===== src/rtl/gpu_mem_arbiter.sv =====
`timescale 1ns/1ps
// Two-client arbiter in front of the GPU-to-DDR adapter: grants one request at a time,
// holds the command stable until the adapter finishes, and routes read data back.
module gpu_mem_arbiter #(
   parameter int FIXED_PRIORITY = 0,
   parameter int TIMEOUT_CYCLES = 1023
) (
   input  logic              i_clk,
   input  logic              i_rst,
   input  logic [1:0]        i_pReq,
   input  logic [1:0]        i_pWrite,
   input  logic [1:0][1:0]   i_pSize,
   input  logic [1:0][14:0]  i_pAdr,
   input  logic [1:0][2:0]   i_pSub,
   input  logic [1:0][15:0]  i_pMask,
   input  logic [1:0][255:0] i_pData,
   output logic [1:0]        o_pAck,
   output logic [1:0]        o_pDataValid,
   output logic [1:0][255:0] o_pData,
   output logic              o_command,
   output logic              o_writeElseRead,
   output logic [1:0]        o_commandSize,
   output logic [14:0]       o_targetAddr,
   output logic [2:0]        o_subAddr,
   output logic [15:0]       o_writeMask,
   output logic [255:0]      o_dataClient,
   input  logic              i_busyClient,
   input  logic              i_dataValidClient,
   input  logic [255:0]      i_dataClient,
   output logic              o_timeoutErr,
   output logic              o_busy
);

   typedef enum logic [1:0] {IDLE = 2'd0, CMD = 2'd1, WAIT = 2'd2} stateType;

   stateType       stateReg;
   logic           lastGrantReg;
   logic           ownerReg;
   logic           holdWriteReg;
   logic [1:0]     holdSizeReg;
   logic [14:0]    holdAdrReg;
   logic [2:0]     holdSubReg;
   logic [15:0]    holdMaskReg;
   logic [255:0]   holdDataReg;
   logic           commandReg;
   logic           busyReg;
   logic           timeoutErrReg;
   logic [15:0]    waitCntReg;

   logic           grantPort;
   logic           grantValid;
   logic           readDone;
   logic           writeDone;
   logic           timeoutHit;
   logic [15:0]    waitCntNext;

   always_comb begin
      grantPort = i_pReq[1];
      if (i_pReq == 2'b11) begin
         grantPort = (FIXED_PRIORITY != 0) ? 1'b0 : ~lastGrantReg;
      end
   end

   assign grantValid  = (stateReg == IDLE) && (|i_pReq) && !i_busyClient && !i_rst;
   assign readDone    = (stateReg == WAIT) && !holdWriteReg && i_dataValidClient && !i_rst;
   assign writeDone   = (stateReg == WAIT) && holdWriteReg && !i_busyClient;
   // The counter never exceeds TIMEOUT_CYCLES-1, so the 16-bit increment cannot wrap.
   assign waitCntNext = waitCntReg + 16'd1;
   assign timeoutHit  = (stateReg == WAIT) && (waitCntNext == 16'(TIMEOUT_CYCLES));

   genvar gi;
   generate
      for (gi = 0; gi < 2; gi++) begin : gPort
         assign o_pAck[gi]       = grantValid && (grantPort == 1'(gi));
         assign o_pDataValid[gi] = readDone && (ownerReg == 1'(gi));
         assign o_pData[gi]      = i_dataClient;
      end
   endgenerate

   assign o_command       = commandReg;
   assign o_writeElseRead = holdWriteReg;
   assign o_commandSize   = holdSizeReg;
   assign o_targetAddr    = holdAdrReg;
   assign o_subAddr       = holdSubReg;
   assign o_writeMask     = holdMaskReg;
   assign o_dataClient    = holdDataReg;
   assign o_timeoutErr    = timeoutErrReg;
   assign o_busy          = busyReg;

   always_ff @(posedge i_clk) begin
      if (i_rst) begin
         stateReg      <= IDLE;
         lastGrantReg  <= 1'b1;
         ownerReg      <= 1'b0;
         holdWriteReg  <= 1'b0;
         holdSizeReg   <= 2'd0;
         holdAdrReg    <= 15'd0;
         holdSubReg    <= 3'd0;
         holdMaskReg   <= 16'd0;
         holdDataReg   <= 256'd0;
         commandReg    <= 1'b0;
         busyReg       <= 1'b0;
         timeoutErrReg <= 1'b0;
         waitCntReg    <= 16'd0;
      end else begin
         case (stateReg)
            IDLE: begin
               if (grantValid) begin
                  holdWriteReg <= i_pWrite[grantPort];
                  holdSizeReg  <= i_pSize[grantPort];
                  holdAdrReg   <= i_pAdr[grantPort];
                  holdSubReg   <= i_pSub[grantPort];
                  holdMaskReg  <= i_pMask[grantPort];
                  holdDataReg  <= i_pData[grantPort];
                  ownerReg     <= grantPort;
                  lastGrantReg <= grantPort;
                  commandReg   <= 1'b1;
                  busyReg      <= 1'b1;
                  stateReg     <= CMD;
               end
            end
            CMD: begin
               commandReg <= 1'b0;
               waitCntReg <= 16'd0;
               stateReg   <= WAIT;
            end
            WAIT: begin
               // Completion on the final allowed cycle wins over the timeout.
               if (readDone || writeDone) begin
                  busyReg  <= 1'b0;
                  stateReg <= IDLE;
               end else if (timeoutHit) begin
                  timeoutErrReg <= 1'b1;
                  busyReg       <= 1'b0;
                  stateReg      <= IDLE;
               end else begin
                  waitCntReg <= waitCntNext;
               end
            end
            default: begin
               busyReg  <= 1'b0;
               stateReg <= IDLE;
            end
         endcase
      end
   end

endmodule


===== config.mk =====
export PLATFORM = sky130hd
export DESIGN_NAME = gpu_mem_arbiter
export DESIGN_NICKNAME = d
export VERILOG_FILES = /design/src/rtl/gpu_mem_arbiter.sv
export SDC_FILE = /design/constraint.sdc
export NUM_CORES = 1
export LEC_CHECK = 0
export BUFFER_PORTS_ARGS = -buffer_cell sky130_fd_sc_hd__buf_2
export CAP_MARGIN = 20
export CELL_PAD_IN_SITES_DETAIL_PLACEMENT = 1
export CELL_PAD_IN_SITES_GLOBAL_PLACEMENT = 2
export CORE_AREA = 2 2 641 643
export DETAILED_ROUTE_END_ITERATION = 12
export DIE_AREA = 0 0 643 645
export PLACE_DENSITY_LB_ADDON = 0.1
export SLEW_MARGIN = 20
export SYNTH_ARGS = -nofsm -noshare
export SYNTH_HDL_FRONTEND = slang
export SYNTH_SLANG_ARGS = --single-unit

===== constraint.sdc =====
create_clock -name i_clk -period 2.6 [get_ports i_clk]
set_input_delay 0.26 -clock i_clk [delete_from_list [all_inputs] [get_ports i_clk]]
set_output_delay 0.26 -clock i_clk [all_outputs]
set_load 0.02 [all_outputs]

==> results of run 1 <==
per-stage QoR:
step,utilization (%),setup TNS [ps]
floorplan,-,0
global placement,6.27,0
detailed placement,6.27,0
CTS,8.26,0
global route,8.29,-1.57
finish,8.29,0
flip-flops by register name, summed over array words and instances, names as in the netlist, 2 cells and up:
signal and flops:
o_dataClient 256, o_writeMask 16, waitCntReg 16, o_targetAddr 15
o_subAddr 3, o_commandSize 2, stateReg 2
report_power, final:
group	total, mW	switching [mW]	leakage [nW]	internal [mW]
clock	9.40	3.70	1.08	5.69
combinational	4.70	2.76	9.49	1.94
sequential	5.60	0.302	2.61	5.29
total	19.7	6.76	13.2	12.9
critical path, delay by kind of cell (launching register included):
kind                   cells  cell delay [ps]
AND/OR/NAND/NOR            2              460
flip-flops                 1              370
AO/OA/AOI/OAI              1              270
buffers and inverters      3             1080
final timing paths:
check | slack (ps) | depth (start not counted) | startpoint | to
min reg2reg | 490 | 1 | lastGrantReg | lastGrantReg
min | 230 | 4 | i_pReq[1] | stateReg[0]
max | 180 | 6 | stateReg[1] | o_dataClient[122]
max reg2reg | 180 | 6 | stateReg[1] | o_dataClient[122]
repair_timing:
| action | CTS | global route |
|---|---|---|
| setup endpoints to repair | 4 | 68 |
| endpoints found under the hold margin | 303 | 0 |
| resized for setup | 3 | 8 |
| pin swaps | 1 | 0 |
| hold buffers | 589 | 0 |
| gates cloned | 0 | 2 |
| setup buffers | 1 | 0 |
layout by cell type, fill, tap and decap left out, drive strengths merged, types with 4 or more instances in the layout:
master / Yosys / routed
o21ai: 7 / 7
a31oi: 6 / 6
nand2b: 4 / 4
nor2: 316 / 316
xnor2: 4 / 4
or3: 4 / 4
nor2b: 4 / 4
nor4: 5 / 5
a311oi: 293 / 293
diode: 0 / 18
or4: 5 / 5
clkbuf: 165 / 103
o211ai: 9 / 9
buf: 525 / 986
nor3: 11 / 11
dfxtp: 316 / 316
dlygate4sd3: 0 / 589
a21oi: 12 / 12
clkinv: 0 / 9
inv: 7 / 8
nand2: 607 / 607
nand3: 8 / 8
logic make-up after synthesis:
logic type,after synthesis
muxes,3
DFF,316
xor gates and xnor gates,7
adders and majority gates,2
AOI/OAI and AO/OA,341
buffers and inverters,697
and+or+nand+nor,977
area by class of cell:
cell class / count / area, sq um
diodes: 18 / 45.0
clock buffers: 101 / 2040
clock inverters: 13 / 155
fillers: 48900 / 374000
inverters: 7 / 26.3
multi-input cells: 1330 / 6900
flip-flops and latches: 316 / 6330
well taps: 5451 / 6820
repair buffers: 1577 / 11500
synthesized netlist by cell type (2+ instances only):
library cell and count:
nand3_1 7, a311oi_1 293, buf_1 9, buf_4 513
nand2_1 607, nor3_1 10, inv_1 7, nor2b_1 4
mux2i_1 3, and4b_1 2, or3_1 4, o211ai_1 9
a21oi_1 12, nand2b_1 4, or4_1 5, o21a_1 2
xor2_1 3, and2_1 2, ha_1 2, o311ai_0 3
dfxtp_1 316, a31oi_1 6, xnor2_1 4, nor2_1 315
o21ai_0 7, nor4_1 4, clkbuf_1 164, and3_1 2
buf_2 3
layer usage:
layer | GRT usage, % | share of wire (%)
met5 | 1.41 | 0.39
met4 | 3.41 | 4.7
met3 | 5.46 | 13
met2 | 15.0 | 48
met1 | 8.03 | 33
==> results.sh, run 1 <==
export IMPL_crit_arrival_ps=3100
export IMPL_clock_sinks=316
export IMPL_dp_hpwl_um=151000
export IMPL_setup_violations=0
export IMPL_slew_headroom_pct=51.1
export IMPL_io_pins=1660
export IMPL_grt_max_degree=92
export IMPL_async_flop_share_pct=0
export IMPL_finalWorstSetupSlack_ps=176
export IMPL_path_clk_slew_ps=50
export IMPL_cp_start_kind="register"
export IMPL_cp_end_kind="register"
export IMPL_drt_iter0_markers=628
export IMPL_critPathKind="register to register"
export IMPL_cts_root_buffer="clkbuf_16"
export IMPL_synth_edff_count=0
export IMPL_hold_violations=0
export IMPL_synthAdderAreaFrac_pct=0.141
export IMPL_status="finished clean"
export IMPL_grt_pass1_vias=23000
export IMPL_ir_drop_v=0.000371
export IMPL_die_area_sq_um=415000
export IMPL_wl_per_cell_um=21.3
export IMPL_drive_gt1_share_pct=32.9
export IMPL_start_util_pct=4.34
export IMPL_worstPathMaxFanout=42
export IMPL_grt_usage_pct=8.64
export IMPL_synthXorXnorAreaFrac_pct=0.346
export IMPL_post_route_period_util_pct=93.2
export IMPL_antenna_found_initial=82
export IMPL_drtAntennaViolNets=0
export IMPL_syn2layout_area_growth_pct=91.0
export IMPL_synth_mux_area_share_pct=0.169
export IMPL_ys_top_cells_by_area="dfxtp_1 (36%), buf_4 (22%), a311oi_1 (14%)"
export IMPL_dpl_cell_area_sq_um=25600
export IMPL_syn_nets=3193
export IMPL_synth_seq_cells=316
export IMPL_viasPerCell=2.35
export IMPL_p_leak_nw=13.2
export IMPL_slowest_stage="dlygate4sd3_1"
export IMPL_synth_top_cell_area_share_pct=35.7
export IMPL_nets=4153
export IMPL_grt_pass1_wl_um=239000
export IMPL_dp_worst_setup_slack_ps=90.7
export IMPL_row_count=235
export IMPL_die_height_um=645
export IMPL_cts_buffers=71
export IMPL_skew_ps=44.4
export IMPL_synth_area_sq_um=17700
export IMPL_synth_compound_area_share_pct=16.3
export IMPL_slew_violations=0
export IMPL_hold_path_class="input pin to register"
export IMPL_synth_simple_area_share_pct=21.7
export IMPL_core_area_sq_um=408000
export IMPL_avgSynthCellArea_sq_um=7.56
export IMPL_crit_chain="nor4_4 > buf_12 > buf_16 > nor2_1 > a311oi_1 > dlygate4sd3_1"
export IMPL_routed_wl_um=188000
export IMPL_dpl_cell_count=8089
export IMPL_fin_cells=8813
export IMPL_maxCapViolations=0
export IMPL_tightest_slew_ps=734
export IMPL_htreeDepth=3
export IMPL_holdWs_ps=231
export IMPL_gp_congestion=0.687
export IMPL_fin_area_sq_um=33800
export IMPL_dr_pass1_iters=4
export IMPL_grt_overflow_total=0
export IMPL_ys_types=50
export IMPL_vias=20700
export IMPL_cts_tree="done"
export IMPL_synth_top_area_cell="dfxtp_1"
export IMPL_p_per_area_nw_per_um2=582
export IMPL_syn_inst=2343
export IMPL_yosysWarnings=0
export IMPL_fin_crit_ps=2420
export IMPL_die_width_um=643
export IMPL_yosysSeqAreaShare_pct=35.7
export IMPL_fmax_ghz=0.413
export IMPL_drc=0
export IMPL_synth_top_family_by_area="buffers and inverters"
export IMPL_clock_path_buffers=4
export IMPL_fin_total_pwr_mw=19.7
export IMPL_cp_required_ps=3270
export IMPL_cpPeakStageDelay_ps=580
export IMPL_synth_ff_type="dfxtp_1"
export IMPL_io_buffers=891
export IMPL_clk_insertion_delay_late_ps=750
No activity file was read; power rests on OpenSTA's default activity.
==> run 2, diff against run 1 <==
- clock period: 2.6 -> 2.1 ns (I/O delays scaled with it)
==> results.sh, run 2 (synthesis gave the netlist of run 1 again) <==
export IMPL_status="complete, but fails checks"
export IMPL_violations="negative setup slack"
export IMPL_crit_chain="ha_4 > nand3_4 > buf_6 > a41o_1 > a2bb2oi_4 > and4b_2 > or4_1 > a31oi_1"
export IMPL_htreeDepth=3
export IMPL_grt_overflow_total=0
export IMPL_cp_end_kind="register"
export IMPL_critPathKind="register to register"
export IMPL_fmax_ghz=0.443
export IMPL_setup_violations=14
export IMPL_cts_tree="done"
export IMPL_routed_wl_um=189000
export IMPL_dpl_cell_area_sq_um=26100
export IMPL_finalWorstSetupSlack_ps=-160
export IMPL_p_per_area_nw_per_um2=704
export IMPL_worstPathMaxFanout=6
export IMPL_start_util_pct=4.34
export IMPL_dp_worst_setup_slack_ps=-465
export IMPL_viasPerCell=2.34
export IMPL_path_clk_slew_ps=50
export IMPL_gp_congestion=0.681
export IMPL_grt_pass1_vias=23300
export IMPL_slew_headroom_pct=40.3
export IMPL_antenna_found_initial=54
export IMPL_grt_pass1_wl_um=243000
export IMPL_io_buffers=891
export IMPL_grt_usage_pct=8.80
export IMPL_maxCapViolations=0
export IMPL_post_route_period_util_pct=108
export IMPL_nets=4225
export IMPL_ir_drop_v=0.000363
export IMPL_fin_total_pwr_mw=24.5
export IMPL_drc=0
export IMPL_hold_path_class="input pin to register"
export IMPL_cp_required_ps=2760
export IMPL_cpPeakStageDelay_ps=510
export IMPL_vias=20800
export IMPL_skew_ps=39.1
export IMPL_tns_ps=-888
export IMPL_dp_hpwl_um=157000
export IMPL_rr_startpoint="waitCntReg[0]"
export IMPL_slowest_stage="or4_1"
export IMPL_critPathLaunch="waitCntReg[0]"
export IMPL_min_from="i_pReq[1]"
export IMPL_syn2layout_area_growth_pct=96.1
export IMPL_rsz0062_at_grt="true"
export IMPL_cts_buffers=71
export IMPL_holdWs_ps=79.9
export IMPL_die_width_um=643
export IMPL_clock_path_buffers=4
export IMPL_core_area_sq_um=408000
export IMPL_clock_sinks=316
export IMPL_drive_gt1_share_pct=35.2
export IMPL_fin_crit_ps=2260
export IMPL_dpl_cell_count=8144
export IMPL_clk_insertion_delay_late_ps=770
export IMPL_fillers=48900
export IMPL_drtAntennaViolNets=0
export IMPL_die_height_um=645
export IMPL_largest_reg_flops=256
export IMPL_drt_iter0_markers=688
export IMPL_final_util_pct=8.51
export IMPL_row_count=235
export IMPL_io_pins=1660
export IMPL_final_cell_mix="buf_2 (886), nand2_1 (605), dlygate4sd3_1 (590), nor2_1 (312), dfxtp_1 (308)"
export IMPL_p_leak_nw=13.4
export IMPL_fin_cells=8883
export IMPL_dr_pass1_iters=5
export IMPL_mostFrequentLayoutCell="buf_2"
export IMPL_grt_max_degree=116
export IMPL_hold_violations=0
export IMPL_fin_area_sq_um=34700
export IMPL_die_area_sq_um=415000
export IMPL_wl_per_cell_um=21.3
export IMPL_slew_violations=0
export IMPL_cts_root_buffer="clkbuf_16"
export IMPL_crit_arrival_ps=2920
export IMPL_tightest_slew_ps=895
export IMPL_cp_start_kind="register"
run 2: worst paths after layout:
check / end / slack, ps / cells after the start
setup / recovery: waitCntReg[3] / -160 / 8
hold / removal: o_dataClient[221] / 80 / 5
setup reg to reg: waitCntReg[3] / -160 / 8
hold reg to reg: lastGrantReg / 480 / 1
run 2: what timing repair did:
| action | 4_1_cts | 5_1_grt |
|---|---|---|
| gates cloned | 1 | 0 |
| resized for setup | 71 | 23 |
| hold buffers | 590 | 0 |
| endpoints found under the setup margin | 17 | 71 |
| buffers inserted | 14 | 6 |
| pin swaps | 21 | 13 |
| hold endpoints to repair | 307 | 0 |
run 2: cell type report:
type | count | area, sq um | share of cell area, %
Antenna cell | 13 | 32.5 | 0.0936
Multi-Input combinational cell | 1331 | 7120 | 20.5
Clock buffer | 107 | 2060 | 5.94
Tap cell | 5451 | 6820 | 19.6
Inverter | 7 | 28.8 | 0.0828
Clock inverter | 10 | 148 | 0.425
Timing Repair Buffer | 1648 | 12200 | 35.1
Sequential cell | 316 | 6340 | 18.2
run 2: critical path: cells and delay by family, from the launching register on:
family | cells | cell delay, ps
compound gates | 3 | 540
fa+ha+maj | 1 | 170
buf+inv | 1 | 150
flops | 1 | 370
simple gates | 3 | 950
run 2: layer usage:
layer,track usage [%],share of wire (%)
met2,15.3,49
met1,8.11,33
met4,3.11,4.0
met3,5.91,14
met5,1.04,0.32
run 2: where the power goes:
part           switching, mW  leakage, nW  total (mW)  internal [mW]
Combinational           3.50         9.69        5.88           2.38
Sequential             0.343         2.61        6.90           6.55
Clock                   4.60         1.08        11.7           7.09
